==> config.mk <==
export PLATFORM = sky130hd
export DESIGN_NAME = pulse_scheduler
export DESIGN_NICKNAME = d
export VERILOG_FILES = /design/src/rtl/pulse_scheduler.sv
export SDC_FILE = /design/constraint.sdc
export NUM_CORES = 1
export LEC_CHECK = 0
export ABC_CLOCK_PERIOD_IN_PS = 11000
export BUFFER_PORTS_ARGS = -buffer_cell sky130_fd_sc_hd__clkbuf_2
export CORE_ASPECT_RATIO = 2
export CORE_MARGIN = 1.5
export CORE_UTILIZATION = 61
export CTS_BUF_LIST = sky130_fd_sc_hd__clkbuf_16
export DETAILED_ROUTE_END_ITERATION = 10
export GPL_TIMING_DRIVEN = 0
export PLACE_DENSITY_LB_ADDON = 0.2
export SLEW_MARGIN = 20
export SYNTH_ARGS = -nofsm -noshare
export SYNTH_HDL_FRONTEND = slang
export SYNTH_SLANG_ARGS = --single-unit
==> constraint.sdc <==
create_clock -name clk -period 11 [get_ports clk]
set_input_delay 1.1 -clock clk [delete_from_list [all_inputs] [get_ports clk]]
set_output_delay 1.1 -clock clk [all_outputs]
set_load 0.05 [all_outputs]
==> src/rtl/pulse_scheduler.sv <==
// pulse_scheduler: time-triggered command issuer.
// Commands are queued with a due timestamp. While running, the FIFO head
// is issued to the pulser once the free-running time counter reaches its
// timestamp. Due and overdue are judged wrap-aware, as a signed difference.
//
// Ports
//   clk, rst        : rising-edge clock, async active-high reset
//   sync_start      : enter RUN / restart time counter at 0
//   stop            : return to IDLE and flush the queue
//   in_cmd/in_time  : command word and its due time; in_valid/in_ready handshake
//   command/cstrobe : last issued command and its one-cycle qualifier
//   collision       : downstream collision indication
//   run, tnow, count: state, time counter, queue occupancy
//   late, coll_seen : sticky flags, cleared by clear
module pulse_scheduler #(
  parameter int unsigned tw    = 32,
  parameter int unsigned depth = 8
) (
  input  logic                   clk,
  input  logic                   rst,
  input  logic                   sync_start,
  input  logic                   stop,
  input  logic [63:0]            in_cmd,
  input  logic [tw-1:0]          in_time,
  input  logic                   in_valid,
  output logic                   in_ready,
  output logic [63:0]            command,
  output logic                   cstrobe,
  input  logic                   collision,
  output logic                   run,
  output logic [tw-1:0]          tnow,
  output logic [$clog2(depth):0] count,
  output logic                   late,
  output logic                   coll_seen,
  input  logic                   clear
);

  localparam int unsigned AW = $clog2(depth);
  localparam int unsigned CW = AW + 1;
  localparam logic [CW-1:0] DEPTH_C = CW'(depth);

  typedef enum logic {
    IDLE = 1'b0,
    RUN  = 1'b1
  } state_t;

  state_t          state_q;
  logic [tw-1:0]   tnow_q;
  logic [CW-1:0]   count_q;
  logic [AW-1:0]   wr_ptr_q;
  logic [AW-1:0]   rd_ptr_q;
  logic [63:0]     command_q;
  logic            cstrobe_q;
  logic            late_q;
  logic            coll_q;

  logic [63:0]     cmd_mem  [depth];
  logic [tw-1:0]   time_mem [depth];

  logic [tw-1:0]   diff;
  logic            head_due;
  logic            head_over;
  logic            push;
  logic            pop;

  // Head timing and handshake decisions; stop overrides both push and pop.
  always_comb begin
    diff      = time_mem[rd_ptr_q] - tnow_q;
    head_over = diff[tw-1];
    head_due  = (diff == '0) || head_over;
    push      = in_valid && (count_q < DEPTH_C) && !stop;
    pop       = (state_q == RUN) && (count_q != '0) && head_due && !stop;
  end

  // Queue storage; left unreset since occupancy gates every read.
  always_ff @(posedge clk) begin
    if (push) begin
      cmd_mem[wr_ptr_q]  <= in_cmd;
      time_mem[wr_ptr_q] <= in_time;
    end
  end

  // Run/idle FSM, time counter, queue pointers and registered outputs.
  always_ff @(posedge clk or posedge rst) begin
    if (rst) begin
      state_q   <= IDLE;
      tnow_q    <= '0;
      count_q   <= '0;
      wr_ptr_q  <= '0;
      rd_ptr_q  <= '0;
      command_q <= '0;
      cstrobe_q <= 1'b0;
      late_q    <= 1'b0;
      coll_q    <= 1'b0;
    end else begin
      if (state_q == IDLE) begin
        tnow_q <= '0;
        if (!stop && sync_start) state_q <= RUN;
      end else begin
        if (stop) begin
          state_q <= IDLE;
          tnow_q  <= '0;
        end else if (sync_start) begin
          tnow_q <= '0;
        end else begin
          tnow_q <= tnow_q + tw'(1);
        end
      end

      if (stop) begin
        count_q  <= '0;
        wr_ptr_q <= '0;
        rd_ptr_q <= '0;
      end else begin
        if (push) wr_ptr_q <= wr_ptr_q + AW'(1);
        if (pop)  rd_ptr_q <= rd_ptr_q + AW'(1);
        if (push && !pop)      count_q <= count_q + CW'(1);
        else if (!push && pop) count_q <= count_q - CW'(1);
      end

      cstrobe_q <= pop;
      if (pop) command_q <= cmd_mem[rd_ptr_q];

      // Sticky flags: a new set takes priority over clear.
      late_q <= (pop && head_over) || (late_q && !clear);
      coll_q <= collision || (coll_q && !clear);
    end
  end

  assign in_ready  = (count_q < DEPTH_C);
  assign command   = command_q;
  assign cstrobe   = cstrobe_q;
  assign run       = (state_q == RUN);
  assign tnow      = tnow_q;
  assign count     = count_q;
  assign late      = late_q;
  assign coll_seen = coll_q;

endmodule

# Word-level counts from Yosys, hierarchy flattened
# Memory sizes are Yosys's and may differ from the RTL's. A register that Yosys moved wholly into a read port is not among the register bits.
# Cells that the tools add are included.
dict set report totals {
  mem_bits_rw 768
  n_memories 2
  regBits 46
  elab_cells 55
}
dict set report op_classes {
  n_mux 15
  add_sub_neg 6
  n_reduce_logical 23
  order_cmp 1
}
# memory words word_bits rd rd_clocked_by_memory_dff wr line
set mem_list {}
lappend mem_list {cmd_mem 8 64 1 1 1 57} ;# logic [63:0] cmd_mem [depth];
lappend mem_list {time_mem 8 32 1 0 1 58} ;# logic [tw-1:0] time_mem [depth];
# operator count
set op_table {}
lappend op_table {{32-bit 2-to-1 mux} 3}
lappend op_table {{32-bit by 1-bit adder with 32-bit output, second input constant} 1}
lappend op_table {{32-bit logical NOT} 1}
lappend op_table {{32-bit subtractor} 1}
lappend op_table {{3-bit 2-to-1 mux} 4}
lappend op_table {{4-bit 2-to-1 mux} 3}
lappend op_table {{1-bit logical AND} 11}
lappend op_table {{3-bit by 1-bit adder with 3-bit output, second input constant} 2}
lappend op_table {{1-bit 2-to-1 mux} 5}
lappend op_table {{4-bit by 1-bit adder with 4-bit output, second input constant} 1}
lappend op_table {{1-bit logical NOT} 4}
lappend op_table {{4-bit less-than comparator, second input constant} 1}
lappend op_table {{2-bit nonzero test} 2}
lappend op_table {{4-bit nonzero test} 1}
lappend op_table {{4-bit by 1-bit subtractor with 4-bit output, second input constant} 1}
lappend op_table {{1-bit logical OR} 3}
lappend op_table {{3-bit nonzero test} 1}

# Depth between registers and ports, before layout
# An unclocked memory read counts as a cell.
dict set report depth {
  ltp_word 10
  mapped_depth 25
}

# Worst setup path before layout
# Ideal clock, no wire load.
dict set report synth_path {
  kind {input -> register}
  from {in stop}
  to {mem cmd_mem[0][0] (enable)}
  t_arrival_ps 8187
  path_slack_ps 2145
  setup_ps 668
  cell_stages 3
  path_cell_list {clkbuf_1 -> or3_1 -> nor3_1}
}
dict set report synth_between {
  elab_chain_cells 4
}
# element line
set synth_rtl {}
lappend synth_rtl {{from (decl)} 22} ;# input logic stop,
lappend synth_rtl {{1-bit logical NOT} 71} ;# push = in_valid && (count_q < DEPTH_C) && !stop;
lappend synth_rtl {{1-bit logical AND} 71}
lappend synth_rtl {{1-bit 2-to-1 mux} 77} ;# if (push) begin
lappend synth_rtl {{1-bit 2-to-1 mux (implied by the code)} 78} ;# cmd_mem[wr_ptr_q] <= in_cmd;
lappend synth_rtl {{to (decl)} 57}
# No other way between the ends.

# Worst setup path in the final report
dict set report layout_path {
  from {reg rd_ptr_q[0]}
  to {reg count_q[2] (netlist: count[2])}
}
dict set report layout_between {
  elab_chain_cells 10
  elab_cells_between_ends 12
  classes_between {add/sub: 1; mux: 2; reduce/logical: 8; memory: 1}
}
# element line
set layout_rtl {}
lappend layout_rtl {{from (decl)} 51} ;# logic [AW-1:0] rd_ptr_q;
lappend layout_rtl {{from (signal assigned)} 116} ;# if (pop) rd_ptr_q <= rd_ptr_q + AW'(1);
lappend layout_rtl {{memory 8 x 32 bit *} -}
lappend layout_rtl {{32-bit subtractor *} 68} ;# diff = time_mem[rd_ptr_q] - tnow_q;
lappend layout_rtl {{32-bit logical NOT} 70} ;# head_due = (diff == '0) || head_over;
lappend layout_rtl {{1-bit logical OR *} 70}
lappend layout_rtl {{1-bit logical AND * (2 in series)} 72} ;# pop = (state_q == RUN) && (count_q != '0) && head_due && !stop;
lappend layout_rtl {{1-bit logical NOT} 117} ;# if (push && !pop) count_q <= count_q + CW'(1);
lappend layout_rtl {{1-bit logical AND} 117}
lappend layout_rtl {{4-bit 2-to-1 mux} 117}
lappend layout_rtl {{4-bit 2-to-1 mux} 110} ;# if (stop) begin
lappend layout_rtl {{to (signal assigned)} 117}
lappend layout_rtl {{to (signal assigned)} 118} ;# else if (!push && pop) count_q <= count_q - CW'(1);
lappend layout_rtl {{to (decl)} 49} ;# logic [CW-1:0] count_q;
# Every way passes the cells marked *; elsewhere a longest branch is shown, timed or not.
# A chain may end at the register's enable or synchronous reset.

==> qor.log <==
[cells_and_area] Layout Area Growth over Synthesis 15.2%
[worst_setup_path] Crit Path Category flop to flop
[worst_setup_path] WP buf/inv 7
[detailed_routing] total detailed-routing wirelength 83700 um
[clocking] TritonCTS clock tree built
[clocking] insertion delay to the later sink of the worst-skew pair 0.61 ns
[yosys] Post-synth ARST share 12.5%
[power_and_ir_drop] sequential share of power 46.2%
[sta] Worst slew margin 24.3%
[power_and_ir_drop] power per cell area 208 nW/um2
[yosys] count leader, synth edfxtp_1
[global_route] GR Util All Layers 28.7%
[global_route] pin count of the biggest net entering global routing 70
[clocking] CTS Root Cell clkbuf_16
[sta] final cycle utilization of the critical path 79.6%
[worst_setup_path] cell count along the critical path 24
[sta] max-slew violations 0
[yosys] top post-synthesis cells by count edfxtp_1 (768), mux4_2 (192), mux2_2 (113)
[placement] placement-stage cell area 38900 um2
[hold_path] Hold Crit Class input pin to asynchronous set/reset pin
[cells_and_area] count of fill cells added during filler insertion 3512
[clocking] CTS max path bufs 3
[worst_setup_path] worst reg-to-reg path cell count 24
[sta] slew of the pin with the lowest slew margin 1.13 ns
[floorplan] effective utilization at floorplan 61.7%
[detailed_routing] routed length per instance 27.9 um
[worst_setup_path] Worst EP arrival 9.23 ns
[floorplan] core area 58000 um2
[power_and_ir_drop] switching power of the nets 2.53 mW
[flow_run] number of maximum-capacitance violations 0
[power_and_ir_drop] Pleak 13.9 nW
[power_and_ir_drop] combinational share of power 24.0%
[worst_setup_path] Crit path required time 11.48 ns
[worst_setup_path] slowest stage cell on the critical path clkbuf_1
[floorplan] number of I/O pins 208
[placement] Final GP Congestion 0.915
[yosys] count of cell types in the netlist 69
[yosys] cell area after synthesis 35800 um2
[floorplan] horizontal extent of the die 174 um
[detailed_routing] Post-route DRC 0
[global_route] antenna violations before repair 8
[global_route] vias in the first global route 20100
[detailed_routing] post-route antenna net violation count 0
[detailed_routing] via/cell ratio 6.26
[sta] setup violation total in the final timing report 0
[yosys] number of flip-flops and latches in the synthesized netlist 878
[floorplan] DIE AREA 60200 um2
[clocking] clk slew on worst S/H paths 0.06 ns
[power_and_ir_drop] worst supply voltage drop on vdd 0.183 mV
[sta] final setup skew 0.0273 ns
[yosys] number of nets in the synthesized netlist 1971
[worst_setup_path] crit end category flop
[cells_and_area] number of nets in the layout 2315
[worst_setup_path] cells traversed along the worst timing path clkbuf_1, buf_1, clkbuf_1, buf_1, mux4_2, mux2_2, ha_1, buf_2, a21oi_1, nand2_1, o21ai_1, a21o_1, a21oi_1, or3_1, a2111oi_0, nand4b_2, a21oi_4, buf_4, nand2b_1, inv_1, fa_1, xor2_1, nor4_1, a2111o_1
[worst_setup_path] cell family with most CP delay buffers and inverters
[clocking] number of buffers inserted during clock tree synthesis 72
[yosys] most common flop cell mapped by yosys edfxtp_1
[clocking] count of clock tree sinks 878
[yosys] Yosys warning total 0
[yosys] largest cells by area after synthesis edfxtp_1 (64%), mux4_2 (12%), dfrtp_1 (7.7%)
[worst_setup_path] crit-path max cell delay 0.79 ns
[cells_and_area] cell area after layout 41200 um2
[power_and_ir_drop] proportion of total power due to net switching 29.5%
[detailed_routing] 1st-iter DRT viols 1537
[detailed_routing] number of detailed-routing iterations run before antenna repair 5
[placement] post-detailed-placement half-perimeter wirelength 58100 um
[outcome] run status finished, final reports clean
[global_route] global-route congestion overflow total 0
[clocking] Post-CTS Hold Fix Bufs 0
[yosys] cell count after synthesis 1830
[sta] setup repair after global routing missed its margin no
[yosys] EDFF count, synth 768
[worst_setup_path] Worst setup SP type flop
[global_route] wire length of the first global-routing pass 126000 um
[floorplan] Die Y-Extent 346 um
[worst_setup_path] maximum fanout encountered on the critical timing path 10
[yosys] share of the yosys chip area belonging to registers 72.1%
[yosys] largest area contributor in the netlist edfxtp_1
[sta] final period demand of the worst path 8.76 ns
[sta] final hold viol count 0
[yosys] mean area per synthesized cell 19.6 um2
[detailed_routing] Vias 18800
[yosys] post-synth top area share 64.4%
[cells_and_area] fraction of final layout cells with drive strength greater than 1 34.1%
[power_and_ir_drop] Clock Power Share 29.7%
[power_and_ir_drop] internal cell power 6.05 mW
[clocking] number of resized instances in the post-cts repair step 0
[placement] port bufs 206
[floorplan] FP Rows 125
[sta] setup tns final 0 ns
[clocking] H-tree levels 3
[sta] Max Freq 0.114 GHz
[clocking] number of setup buffers added after CTS 0
[sta] WHS 0.490 ns
==> layout make-up <==
cell class / instances / area, um2 / area share (%)
Antenna cell: 5 / 12.5 / 0.0303
Buffer: 86 / 437 / 1.06
Clock buffer: 73 / 1830 / 4.43
Clock inverter: 57 / 489 / 1.19
Inverter: 46 / 180 / 0.437
Multi-Input combinational cell: 820 / 9420 / 22.8
Sequential cell: 878 / 25800 / 62.6
Tap cell: 762 / 953 / 2.31
Timing Repair Buffer: 270 / 2090 / 5.08
==> power groups by stage <==
stage	Clock (mW)	Combinational, mW	Sequential, mW
5_1_grt	2.69	2.19	3.98
6_report	2.55	2.06	3.97
3_3_place_gp	0	1.99	4.06
4_1_cts	2.58	2.08	3.97
2_1_floorplan	0	1.06	4.45
3_5_place_dp	0	2.06	4.03
==> worst paths after layout <==
kind                               end         from  slack [ns]
setup / recovery              count[2]  rd_ptr_q[0]        2.24
hold / removal             command[40]          rst        0.49
setup reg to reg              count[2]  rd_ptr_q[0]        2.24
hold reg to reg            command[24]  command[24]        0.49
max in group asynchronous      tnow[5]          rst        9.74
min in group clk           command[24]  command[24]        0.49
==> sequential cells by signal (all words and copies together), names as in the netlist, 3 cells and up <==
| signal | cells |
|---|---|
| cmd_mem | 512 |
| command | 64 |
| rd_ptr_q | 3 |
| time_mem | 256 |
| wr_ptr_q | 3 |
| tnow | 32 |
| count | 4 |
==> layout by cell type (no fill, tap or decap), types with 12 or more instances in the layout <==
master     Yosys  final
ha_1          36     36
dfrtp_1      110    110
clkinv_1       0     15
buf_1         21     19
inv_1         46     60
buf_16         0     18
nand3_1       23     23
clkbuf_1      44     44
buf_4          6     29
clkbuf_16      0     73
mux4_2       192    192
nor3_1        14     12
clkbuf_2       0    207
mux2_2       113    113
o21ai_0       24     24
buf_12         4     19
edfxtp_1     768    768
a21oi_1       40     40
nand2_1       53     53
mux2_4        40     40
nor2_1        67     61
nand4_1       12     12
xnor2_1       36     36
==> logic make-up after synthesis <==
group,Yosys count,synth area share (%)
and+or+nand+nor,230,3.17
AOI/OAI and AO/OA,149,2.79
xor gates and xnor gates,45,1.14
DFF,878,72.1
buffers and inverters,132,1.70
adders and majority gates,38,1.37
muxes,358,17.7
==> stage by stage <==
step	worst slack (ns)	total power, mW	utilization (%)	cells
2_1_floorplan	2.14	5.51	-	1830
3_3_place_gp	-4.97	6.05	65.1	2798
3_5_place_dp	2.18	6.10	67.0	2862
4_1_cts	2.13	8.63	71.0	2992
5_1_grt	1.71	8.86	71.0	2996
6_report	2.24	8.58	71.1	2997
==> metal layers <==
| metal | wire, um | share of wire, % | track usage (%) | vias up |
|---|---|---|---|---|
| li1 | - | - | - | 8075 |
| met1 | 30000 | 36 | 33.5 | 9806 |
| met3 | 4820 | 5.8 | 4.71 | 163 |
| met2 | 46100 | 55 | 52.6 | 699 |
| met5 | 46 | 0.055 | 0 | - |
| met4 | 2690 | 3.2 | 11.1 | 8 |
(Power assumes the default switching activity.)
